[src/rtl/ex_stage.sv]
`default_nettype none
// ============================================================================
//  Module      : ex_stage
//  Description : RV32I execute stage: ALU, branch/jump resolution into a
//                registered redirect, and the EX/MEM pipeline register with
//                stall hold and wrong-path squash.
//  Option      : EX_FORWARD_EN enables EX/MEM and WB operand forwarding.
//  Revision    : 1.0 - initial release
// ============================================================================
module ex_stage (
   input  logic        clk,
   input  logic        reset,
   input  logic        stall,
   input  logic        id_ex_valid,
   input  logic [31:0] id_ex_pc,
   input  logic [4:0]  id_ex_rs1,
   input  logic [4:0]  id_ex_rs2,
   input  logic [31:0] id_ex_rs1_val,
   input  logic [31:0] id_ex_rs2_val,
   input  logic [31:0] id_ex_imm,
   input  logic [4:0]  id_ex_rd,
   input  logic [3:0]  alu_op,
   input  logic        alu_src_imm,
   input  logic        is_branch,
   input  logic        is_jal,
   input  logic        is_jalr,
   input  logic        is_lui,
   input  logic        is_auipc,
   input  logic [2:0]  funct3,
   input  logic        reg_write,
   input  logic        mem_read,
   input  logic        mem_write,
   input  logic        wb_reg_write,
   input  logic [4:0]  wb_rd,
   input  logic [31:0] wb_data,
   output logic        ex_mem_valid,
   output logic [31:0] ex_mem_result,
   output logic [31:0] ex_mem_store_data,
   output logic [4:0]  ex_mem_rd,
   output logic        ex_mem_reg_write,
   output logic        ex_mem_mem_read,
   output logic        ex_mem_mem_write,
   output logic        redirect_valid,
   output logic [31:0] redirect_pc
);

   localparam logic [3:0] C_OP_ADD  = 4'd0;
   localparam logic [3:0] C_OP_SUB  = 4'd1;
   localparam logic [3:0] C_OP_SLL  = 4'd2;
   localparam logic [3:0] C_OP_SLT  = 4'd3;
   localparam logic [3:0] C_OP_SLTU = 4'd4;
   localparam logic [3:0] C_OP_XOR  = 4'd5;
   localparam logic [3:0] C_OP_SRL  = 4'd6;
   localparam logic [3:0] C_OP_SRA  = 4'd7;
   localparam logic [3:0] C_OP_OR   = 4'd8;
   localparam logic [3:0] C_OP_AND  = 4'd9;

   localparam logic [2:0] C_F3_BEQ  = 3'b000;
   localparam logic [2:0] C_F3_BNE  = 3'b001;
   localparam logic [2:0] C_F3_BLT  = 3'b100;
   localparam logic [2:0] C_F3_BGE  = 3'b101;
   localparam logic [2:0] C_F3_BLTU = 3'b110;
   localparam logic [2:0] C_F3_BGEU = 3'b111;

   logic        r_squash_pend;
   logic [31:0] w_rs1_val;
   logic [31:0] w_rs2_val;
   logic [31:0] w_op_a;
   logic [31:0] w_op_b;
   logic [4:0]  w_shamt;
   logic [31:0] w_alu;
   logic [31:0] w_pc_plus4;
   logic [31:0] w_pc_imm;
   logic [31:0] w_jalr_sum;
   logic [31:0] w_target;
   logic [31:0] w_result;
   logic        w_cond;
   logic        w_squash;
   logic        w_live;
   logic        w_take;

`ifdef EX_FORWARD_EN
   logic w_ex_hit_a;
   logic w_ex_hit_b;
   logic w_wb_hit_a;
   logic w_wb_hit_b;

   // Loads in EX/MEM carry an address, not data, so they never forward.
   assign w_ex_hit_a = ex_mem_valid && ex_mem_reg_write && !ex_mem_mem_read &&
                       (ex_mem_rd == id_ex_rs1) && (id_ex_rs1 != 5'd0);
   assign w_ex_hit_b = ex_mem_valid && ex_mem_reg_write && !ex_mem_mem_read &&
                       (ex_mem_rd == id_ex_rs2) && (id_ex_rs2 != 5'd0);
   assign w_wb_hit_a = wb_reg_write && (wb_rd == id_ex_rs1) && (id_ex_rs1 != 5'd0);
   assign w_wb_hit_b = wb_reg_write && (wb_rd == id_ex_rs2) && (id_ex_rs2 != 5'd0);

   always_comb begin
      w_rs1_val = id_ex_rs1_val;
      w_rs2_val = id_ex_rs2_val;
      if (w_ex_hit_a)
         w_rs1_val = ex_mem_result;
      else if (w_wb_hit_a)
         w_rs1_val = wb_data;
      if (w_ex_hit_b)
         w_rs2_val = ex_mem_result;
      else if (w_wb_hit_b)
         w_rs2_val = wb_data;
   end
`else
   logic w_unused;

   assign w_rs1_val = id_ex_rs1_val;
   assign w_rs2_val = id_ex_rs2_val;
   assign w_unused  = ^{wb_reg_write, wb_rd, wb_data, id_ex_rs1, id_ex_rs2};
`endif

   assign w_op_a  = w_rs1_val;
   assign w_op_b  = alu_src_imm ? id_ex_imm : w_rs2_val;
   assign w_shamt = w_op_b[4:0];

   always_comb begin
      w_alu = 32'd0;
      case (alu_op)
         C_OP_ADD:  w_alu = w_op_a + w_op_b;
         C_OP_SUB:  w_alu = w_op_a - w_op_b;
         C_OP_SLL:  w_alu = w_op_a << w_shamt;
         C_OP_SLT:  w_alu = {31'd0, $signed(w_op_a) < $signed(w_op_b)};
         C_OP_SLTU: w_alu = {31'd0, w_op_a < w_op_b};
         C_OP_XOR:  w_alu = w_op_a ^ w_op_b;
         C_OP_SRL:  w_alu = w_op_a >> w_shamt;
         C_OP_SRA:  w_alu = $unsigned($signed(w_op_a) >>> w_shamt);
         C_OP_OR:   w_alu = w_op_a | w_op_b;
         C_OP_AND:  w_alu = w_op_a & w_op_b;
         default:   w_alu = 32'd0;
      endcase
   end

   // Branch compare always uses the register operands, never the immediate.
   always_comb begin
      w_cond = 1'b0;
      case (funct3)
         C_F3_BEQ:  w_cond = (w_rs1_val == w_rs2_val);
         C_F3_BNE:  w_cond = (w_rs1_val != w_rs2_val);
         C_F3_BLT:  w_cond = ($signed(w_rs1_val) <  $signed(w_rs2_val));
         C_F3_BGE:  w_cond = ($signed(w_rs1_val) >= $signed(w_rs2_val));
         C_F3_BLTU: w_cond = (w_rs1_val <  w_rs2_val);
         C_F3_BGEU: w_cond = (w_rs1_val >= w_rs2_val);
         default:   w_cond = 1'b0;
      endcase
   end

   assign w_pc_plus4 = id_ex_pc + 32'd4;
   assign w_pc_imm   = id_ex_pc + id_ex_imm;
   assign w_jalr_sum = w_rs1_val + id_ex_imm;
   assign w_target   = is_jalr ? {w_jalr_sum[31:1], 1'b0} : w_pc_imm;

   always_comb begin
      if (is_lui)
         w_result = id_ex_imm;
      else if (is_auipc)
         w_result = w_pc_imm;
      else if (is_jal || is_jalr)
         w_result = w_pc_plus4;
      else
         w_result = w_alu;
   end

   // The slot behind a redirect (or behind one held over a stall) is wrong-path.
   assign w_squash = redirect_valid || r_squash_pend;
   assign w_live   = id_ex_valid && !w_squash;
   assign w_take   = w_live && (is_jal || is_jalr || (is_branch && w_cond));

   always_ff @(posedge clk or negedge reset) begin
      if (!reset) begin
         ex_mem_valid      <= 1'b0;
         ex_mem_result     <= 32'd0;
         ex_mem_store_data <= 32'd0;
         ex_mem_rd         <= 5'd0;
         ex_mem_reg_write  <= 1'b0;
         ex_mem_mem_read   <= 1'b0;
         ex_mem_mem_write  <= 1'b0;
         redirect_valid    <= 1'b0;
         redirect_pc       <= 32'd0;
         r_squash_pend     <= 1'b0;
      end else if (stall) begin
         if (redirect_valid)
            r_squash_pend <= 1'b1;
      end else begin
         r_squash_pend    <= 1'b0;
         ex_mem_valid     <= w_live;
         ex_mem_reg_write <= w_live && reg_write;
         ex_mem_mem_read  <= w_live && mem_read;
         ex_mem_mem_write <= w_live && mem_write;
         if (w_live) begin
            ex_mem_result     <= w_result;
            ex_mem_store_data <= w_rs2_val;
            ex_mem_rd         <= id_ex_rd;
         end else begin
            ex_mem_result     <= 32'd0;
            ex_mem_store_data <= 32'd0;
            ex_mem_rd         <= 5'd0;
         end
         redirect_valid <= w_take;
         if (w_take)
            redirect_pc <= w_target;
      end
   end

endmodule
`default_nettype wire

[config.mk]
export PLATFORM = sky130hd
export DESIGN_NAME = ex_stage
export DESIGN_NICKNAME = d
export VERILOG_FILES = /design/src/rtl/ex_stage.sv
export SDC_FILE = /design/constraint.sdc
export NUM_CORES = 1
export LEC_CHECK = 0
export CAP_MARGIN = 10
export CORE_MARGIN = 5
export CORE_UTILIZATION = 50
export CTS_CLUSTER_SIZE = 30
export DETAILED_ROUTE_END_ITERATION = 8
export PLACE_DENSITY = 0.86
export REMOVE_ABC_BUFFERS = 1
export SLEW_MARGIN = 5
export SYNTH_ARGS = -nofsm -noshare
export SYNTH_HDL_FRONTEND = slang
export SYNTH_SLANG_ARGS = --single-unit
[constraint.sdc]
create_clock -name clk -period 3.45 [get_ports clk]
set_input_delay 0.69 -clock clk [delete_from_list [all_inputs] [get_ports clk]]
set_output_delay 0.69 -clock clk [all_outputs]
set_load 0.05 [all_outputs]
==> results.sh, run 1 <==
export IMPL_clockBufferDepth=2
export IMPL_grt_max_degree=78
export IMPL_num_io_pins=307
export IMPL_syn_mean_instance_area_sq_um=7.44
export IMPL_die_h_um=202
export IMPL_error="[ERROR GRT-0232] Routing congestion too high. Check the congestion heatmap in the GUI."
export IMPL_overflow=11
export IMPL_ys_flop_type="dfrtp_1"
export IMPL_syn_area_sq_um=18500
export IMPL_grt_use_total_pct=70.3
export IMPL_endpoint_type="sequential cell input"
export IMPL_die_width_um=202
export IMPL_hpwlAfterDp_um=81400
export IMPL_cts_root_buf="clkbuf_16"
export IMPL_crit_endpoint="ex_mem_result[6]$_DFFE_PN0N_/D"
export IMPL_lastStage="global routing (5_1_grt)"
export IMPL_cts_sinks=107
export IMPL_cts_htree_levels=3
export IMPL_yosys_warnings=0
export IMPL_ys_ff_latch=107
export IMPL_synth_cell_types=85
export IMPL_ctsHoldBuffers=0
export IMPL_synth_edff_count=0
export IMPL_port_buffers=258
export IMPL_synthCells=2479
export IMPL_cts_buffers=9
export IMPL_synthArstFlopShare_pct=100
export IMPL_initial_core_util_pct=50.5
export IMPL_status="did not finish"
export IMPL_ys_seq_area_share_pct=14.5
export IMPL_gp_congestion=1.16
export IMPL_rows=70
-- synth_stat cells, types with 10 or more instances --
cell / instances / area (sq um)
nand2_1: 261 / 980
a21oi_1: 209 / 1050
o21ai_0: 196 / 981
ha_1: 195 / 2440
nor2_1: 192 / 721
inv_1: 143 / 537
clkbuf_1: 117 / 439
mux2i_1: 111 / 1110
dfrtp_1: 107 / 2680
xnor2_1: 66 / 578
nand3_1: 51 / 255
nor3_1: 50 / 250
a21o_1: 41 / 308
mux2_2: 40 / 450
o21a_1: 40 / 300
xor2_1: 40 / 350
a211oi_1: 38 / 285
a31oi_1: 33 / 206
a221oi_1: 32 / 280
o211ai_1: 32 / 240
nand4_1: 29 / 181
o22ai_1: 28 / 175
a22oi_1: 21 / 158
o21bai_1: 21 / 158
o221ai_1: 21 / 184
nand2b_1: 19 / 119
and3_1: 18 / 113
nor2b_1: 18 / 113
a221o_1: 17 / 170
a22o_1: 17 / 149
o31ai_1: 16 / 120
mux4_2: 15 / 338
buf_1: 14 / 52.6
nor4_1: 13 / 81.3
and2_1: 11 / 68.8
and4_1: 11 / 96.3
buf_2: 11 / 55.1
o311ai_0: 11 / 96.3
or3_1: 10 / 62.6
-- timing repair --
action | 4_1_cts
pin swaps | 124
gates resized for setup | 589
cloned | 6
endpoints found under the setup margin | 65
setup buffers | 88
-- kinds of logic after synthesis --
kind of cell | count (synthesis) | synth area share (%)
AOI/OAI and AO/OA | 880 | 31.6
xor gates and xnor gates | 106 | 5.03
adders and majority gates | 199 | 13.7
buffers and inverters | 297 | 6.31
DFF | 107 | 14.5
muxes | 171 | 10.9
and+or+nand+nor | 719 | 18.0
-- layer usage --
metal | track usage (%) | overflow
met5 | 24.0 | 0
met4 | 68.2 | 2
met3 | 55.1 | 1
met2 | 86.6 | 7
met1 | 70.9 | 1
-- per-stage QoR --
stage	hold WS [ns]	util, %	instance area [sq um]	worst slack [ns]	std cells
2_1_floorplan	0.394	-	17900	-3.78	2331
3_3_place_gp	0.465	73.7	26900	-1.43	3825
3_5_place_dp	0.476	73.7	26900	-1.40	3825
4_1_cts	0.424	81.2	29700	-0.194	3929
==> run 2, diff against run 1 <==
--- a/config.mk
+++ b/config.mk
@@ -7,10 +7,9 @@
 export LEC_CHECK = 0
 export CAP_MARGIN = 10
 export CORE_MARGIN = 5
-export CORE_UTILIZATION = 50
-export CTS_CLUSTER_SIZE = 30
+export CORE_UTILIZATION = 35
 export DETAILED_ROUTE_END_ITERATION = 8
-export PLACE_DENSITY = 0.86
+export PLACE_DENSITY_LB_ADDON = 0.15
 export REMOVE_ABC_BUFFERS = 1
 export SLEW_MARGIN = 5
 export SYNTH_ARGS = -nofsm -noshare
==> results.sh, run 2 <==
export IMPL_setup_viol=59
export IMPL_post_place_ws_ns=-2.02
export IMPL_die_width_um=240
export IMPL_crit_fanout=4
export IMPL_cts_root_buf="clkbuf_16"
export IMPL_wl_per_cell_um=28.9
export IMPL_period_share_pct=110
export IMPL_p_leak_nw=15.0
export IMPL_worst_slew_pin_slew_ns=0.768
export IMPL_violations="negative setup slack"
export IMPL_power_density_nw_per_um2=325
export IMPL_intPower_mw=5.46
export IMPL_drt_iter0_drc=2920
export IMPL_drv_slew=0
export IMPL_final_common_cell="buf_4"
export IMPL_initial_core_util_pct=35.2
export IMPL_crit_path_end_kind="register"
export IMPL_clkLatencyLatePin_ns=0.39
export IMPL_cts_tree="yes"
export IMPL_rsz0062_at_grt="true"
export IMPL_yosys_top_cells_area="dfrtp_1 15%, ha_1 13%, mux2i_1 6.0%"
export IMPL_drc=0
export IMPL_hold_slack_ns=0.324
export IMPL_timing_worst_setup_path_type="in2reg"
export IMPL_place_inst=4133
export IMPL_slowest_stage="o31a_1"
export IMPL_cp_num_buf_inv=6
export IMPL_grt_max_degree=66
export IMPL_path_cells="dlygate4sd2_1, buf_6, ha_4, o21ai_2, a21oi_2, nor3_1, o31a_1, o2bb2ai_4, nor2_4, a211oi_4, buf_6, mux2i_4, and3_4, buf_12, buf_16, buf_12, mux2_4"
export IMPL_final_core_util_pct=62.4
export IMPL_drv_cap=0
export IMPL_synth_top_area_share_pct=14.5
export IMPL_grt_pass1_vias=25800
export IMPL_viasPerCell=6.11
export IMPL_vdd_drop_max_mv=0.346
export IMPL_synth_cell_types=85
export IMPL_synthCells=2479
export IMPL_power_total_mw=10.6
export IMPL_grt_use_total_pct=40.5
export IMPL_antenna_found_initial=4
export IMPL_fin_crit_ns=3.78
export IMPL_grt_pass1_wl_um=173000
export IMPL_critPathTopFamily="compound AO/OA/AOI/OAI gates"
export IMPL_cp_required_ns=3.73
export IMPL_fin_nets=4011
export IMPL_largestRegisters="ex_mem_result (32), ex_mem_store_data (32), redirect_pc (32)"
export IMPL_tns_ns=-11.39
export IMPL_fmax_ghz=0.264
export IMPL_switchingPower_mw=5.19
export IMPL_layout_common_cells="872 x buf_4, 255 x nand2_1, 175 x nor2_1"
export IMPL_post_dp_cell_area_sq_um=28000
export IMPL_finalHoldViolCount=0
export IMPL_status="complete, but fails checks"
export IMPL_ys_flop_type="dfrtp_1"
export IMPL_synth_top_area_cell="dfrtp_1"
export IMPL_port_buffers=258
export IMPL_setup_ws_ns=-0.335
export IMPL_hp_class="in2async"
export IMPL_overflow=0
export IMPL_ys_ff_latch=107
export IMPL_area_growth_syn_to_layout_pct=77.5
export IMPL_drive_above_1_share_pct=42.1
export IMPL_cts_buffers=9
export IMPL_gp_congestion=1.07
export IMPL_cts_htree_levels=3
export IMPL_finalClockSkew_ns=0.00938
export IMPL_clockBufferDepth=2
export IMPL_rows=84
export IMPL_path_clk_slew_ns=0.09
export IMPL_cp_slowest_stage_delay_ns=0.36
export IMPL_slew_headroom_pct=48.6
export IMPL_drt_pass1_iterations=6
export IMPL_layoutNonFillerInstCount=4306
export IMPL_yosys_warnings=0
export IMPL_synth_most_common_cell="nand2_1"
export IMPL_cts_sinks=107
export IMPL_design_area_sq_um=32700
export IMPL_die_h_um=240
export IMPL_finalWirelength_um=125000
export IMPL_combPwrFrac_pct=72.6
export IMPL_p_seq_share_pct=16.2
export IMPL_core_sq_um=52400
export IMPL_fillCellCount=4614
export IMPL_synthArstFlopShare_pct=100
export IMPL_syn_mean_instance_area_sq_um=7.44
export IMPL_ant_nets=0
export IMPL_clkPwrFrac_pct=11.2
export IMPL_startpoint_type="primary input"
export IMPL_synth_edff_count=0
export IMPL_arrival_ns=4.07
export IMPL_syn_area_sq_um=18500
export IMPL_via_count=26300
export IMPL_ctsHoldBuffers=0
export IMPL_dieArea_sq_um=57400
export IMPL_ys_seq_area_share_pct=14.5
export IMPL_switching_share_pct=48.7
export IMPL_num_io_pins=307
export IMPL_synthTopCellsByCount="261 x nand2_1, 209 x a21oi_1, 196 x o21ai_0, 195 x ha_1, 192 x nor2_1"
export IMPL_hpwlAfterDp_um=94800
## run 2: cell counts after synthesis
Identical to the previous run, type by type.
## run 2: cell families (layout without fill, tap and decap cells)
group / after synthesis / after routing / share of synthesized area [%]
simple gates: 719 / 719 / 18.0
fa+ha+maj: 199 / 199 / 13.7
buf+inv: 297 / 1434 / 6.31
xor+xnor: 106 / 106 / 5.03
other cells: 0 / 2 / 0
compound gates: 880 / 880 / 31.6
flops: 107 / 107 / 14.5
mux: 171 / 171 / 10.9
## run 2: path summary, 6_finish.rpt
check / from / to / slack [ns] / cells past startpoint
hold / removal: reset / ex_mem_store_data[29] / 0.32 / 1
min in group clk: ex_mem_store_data[23] / ex_mem_store_data[23] / 0.49 / 2
setup reg to reg: r_squash_pend / ex_mem_result[4] / 0.56 / 8
hold reg to reg: ex_mem_store_data[23] / ex_mem_store_data[23] / 0.49 / 2
setup / recovery: id_ex_rs1_val[3] / redirect_pc[11] / -0.33 / 17
max in group asynchronous: reset / ex_mem_result[2] / 2.21 / 2
## run 2: layout make-up
class                   count  area [sq um]  share of cell area (%)
repair buffers           1269         11000                    33.7
diodes                      2          5.00                  0.0153
inverters                 149           592                    1.81
clock inverters             6          63.8                   0.195
flip-flops and latches    107          2680                    8.18
multi-input cells        2075         17300                    52.8
well taps                 688           861                    2.63
clock buffers              10           239                   0.730
## run 2: timing repair
action	CTS	global route
buffers inserted	110	60
gates resized for setup	616	278
gates cloned	5	5
endpoints found under the setup margin	65	65
pin swaps	142	141
## run 2: worst reg2reg max path, delay by kind of cell, from the launching register on
kind	cells	cell delay, ns
AOI/OAI and AO/OA	3	0.50
buffers and inverters	2	0.58
DFF	1	0.42
and+or+nand+nor	3	1.33
## run 2: per-layer routing
| layer | vias to the layer above | global-route usage, % | routed length, um |
|---|---|---|---|
| met4 | 0 | 25.2 | 10300 |
| met3 | 419 | 8.37 | 12000 |
| met2 | 1598 | 62.8 | 53600 |
| li1 | 11500 | - | - |
| met1 | 12800 | 51.5 | 48600 |
| met5 | - | 0 | 0 |
## run 2: power by group through the flow
stage | Sequential, mW | Combinational (mW) | Clock, mW
final | 1.72 | 7.74 | 1.19
after global routing | 1.75 | 8.02 | 1.23
after CTS | 1.71 | 7.16 | 1.20
after detailed placement | 1.73 | 6.47 | 0
after global placement | 1.72 | 6.44 | 0
after floorplan | 2.66 | 2.23 | 0
Note: power is estimated with default switching activity, not from simulation.
==> run 3, diff against run 2 <==
--- a/config.mk
+++ b/config.mk
@@ -8,6 +8,7 @@
 export CAP_MARGIN = 10
 export CORE_MARGIN = 5
 export CORE_UTILIZATION = 35
+export CTS_CLUSTER_SIZE = 16
 export DETAILED_ROUTE_END_ITERATION = 8
 export PLACE_DENSITY_LB_ADDON = 0.15
 export REMOVE_ABC_BUFFERS = 1
==> results of run 3 <==
Same layout as run 2: the final DEF is identical, and so are final timing and power.
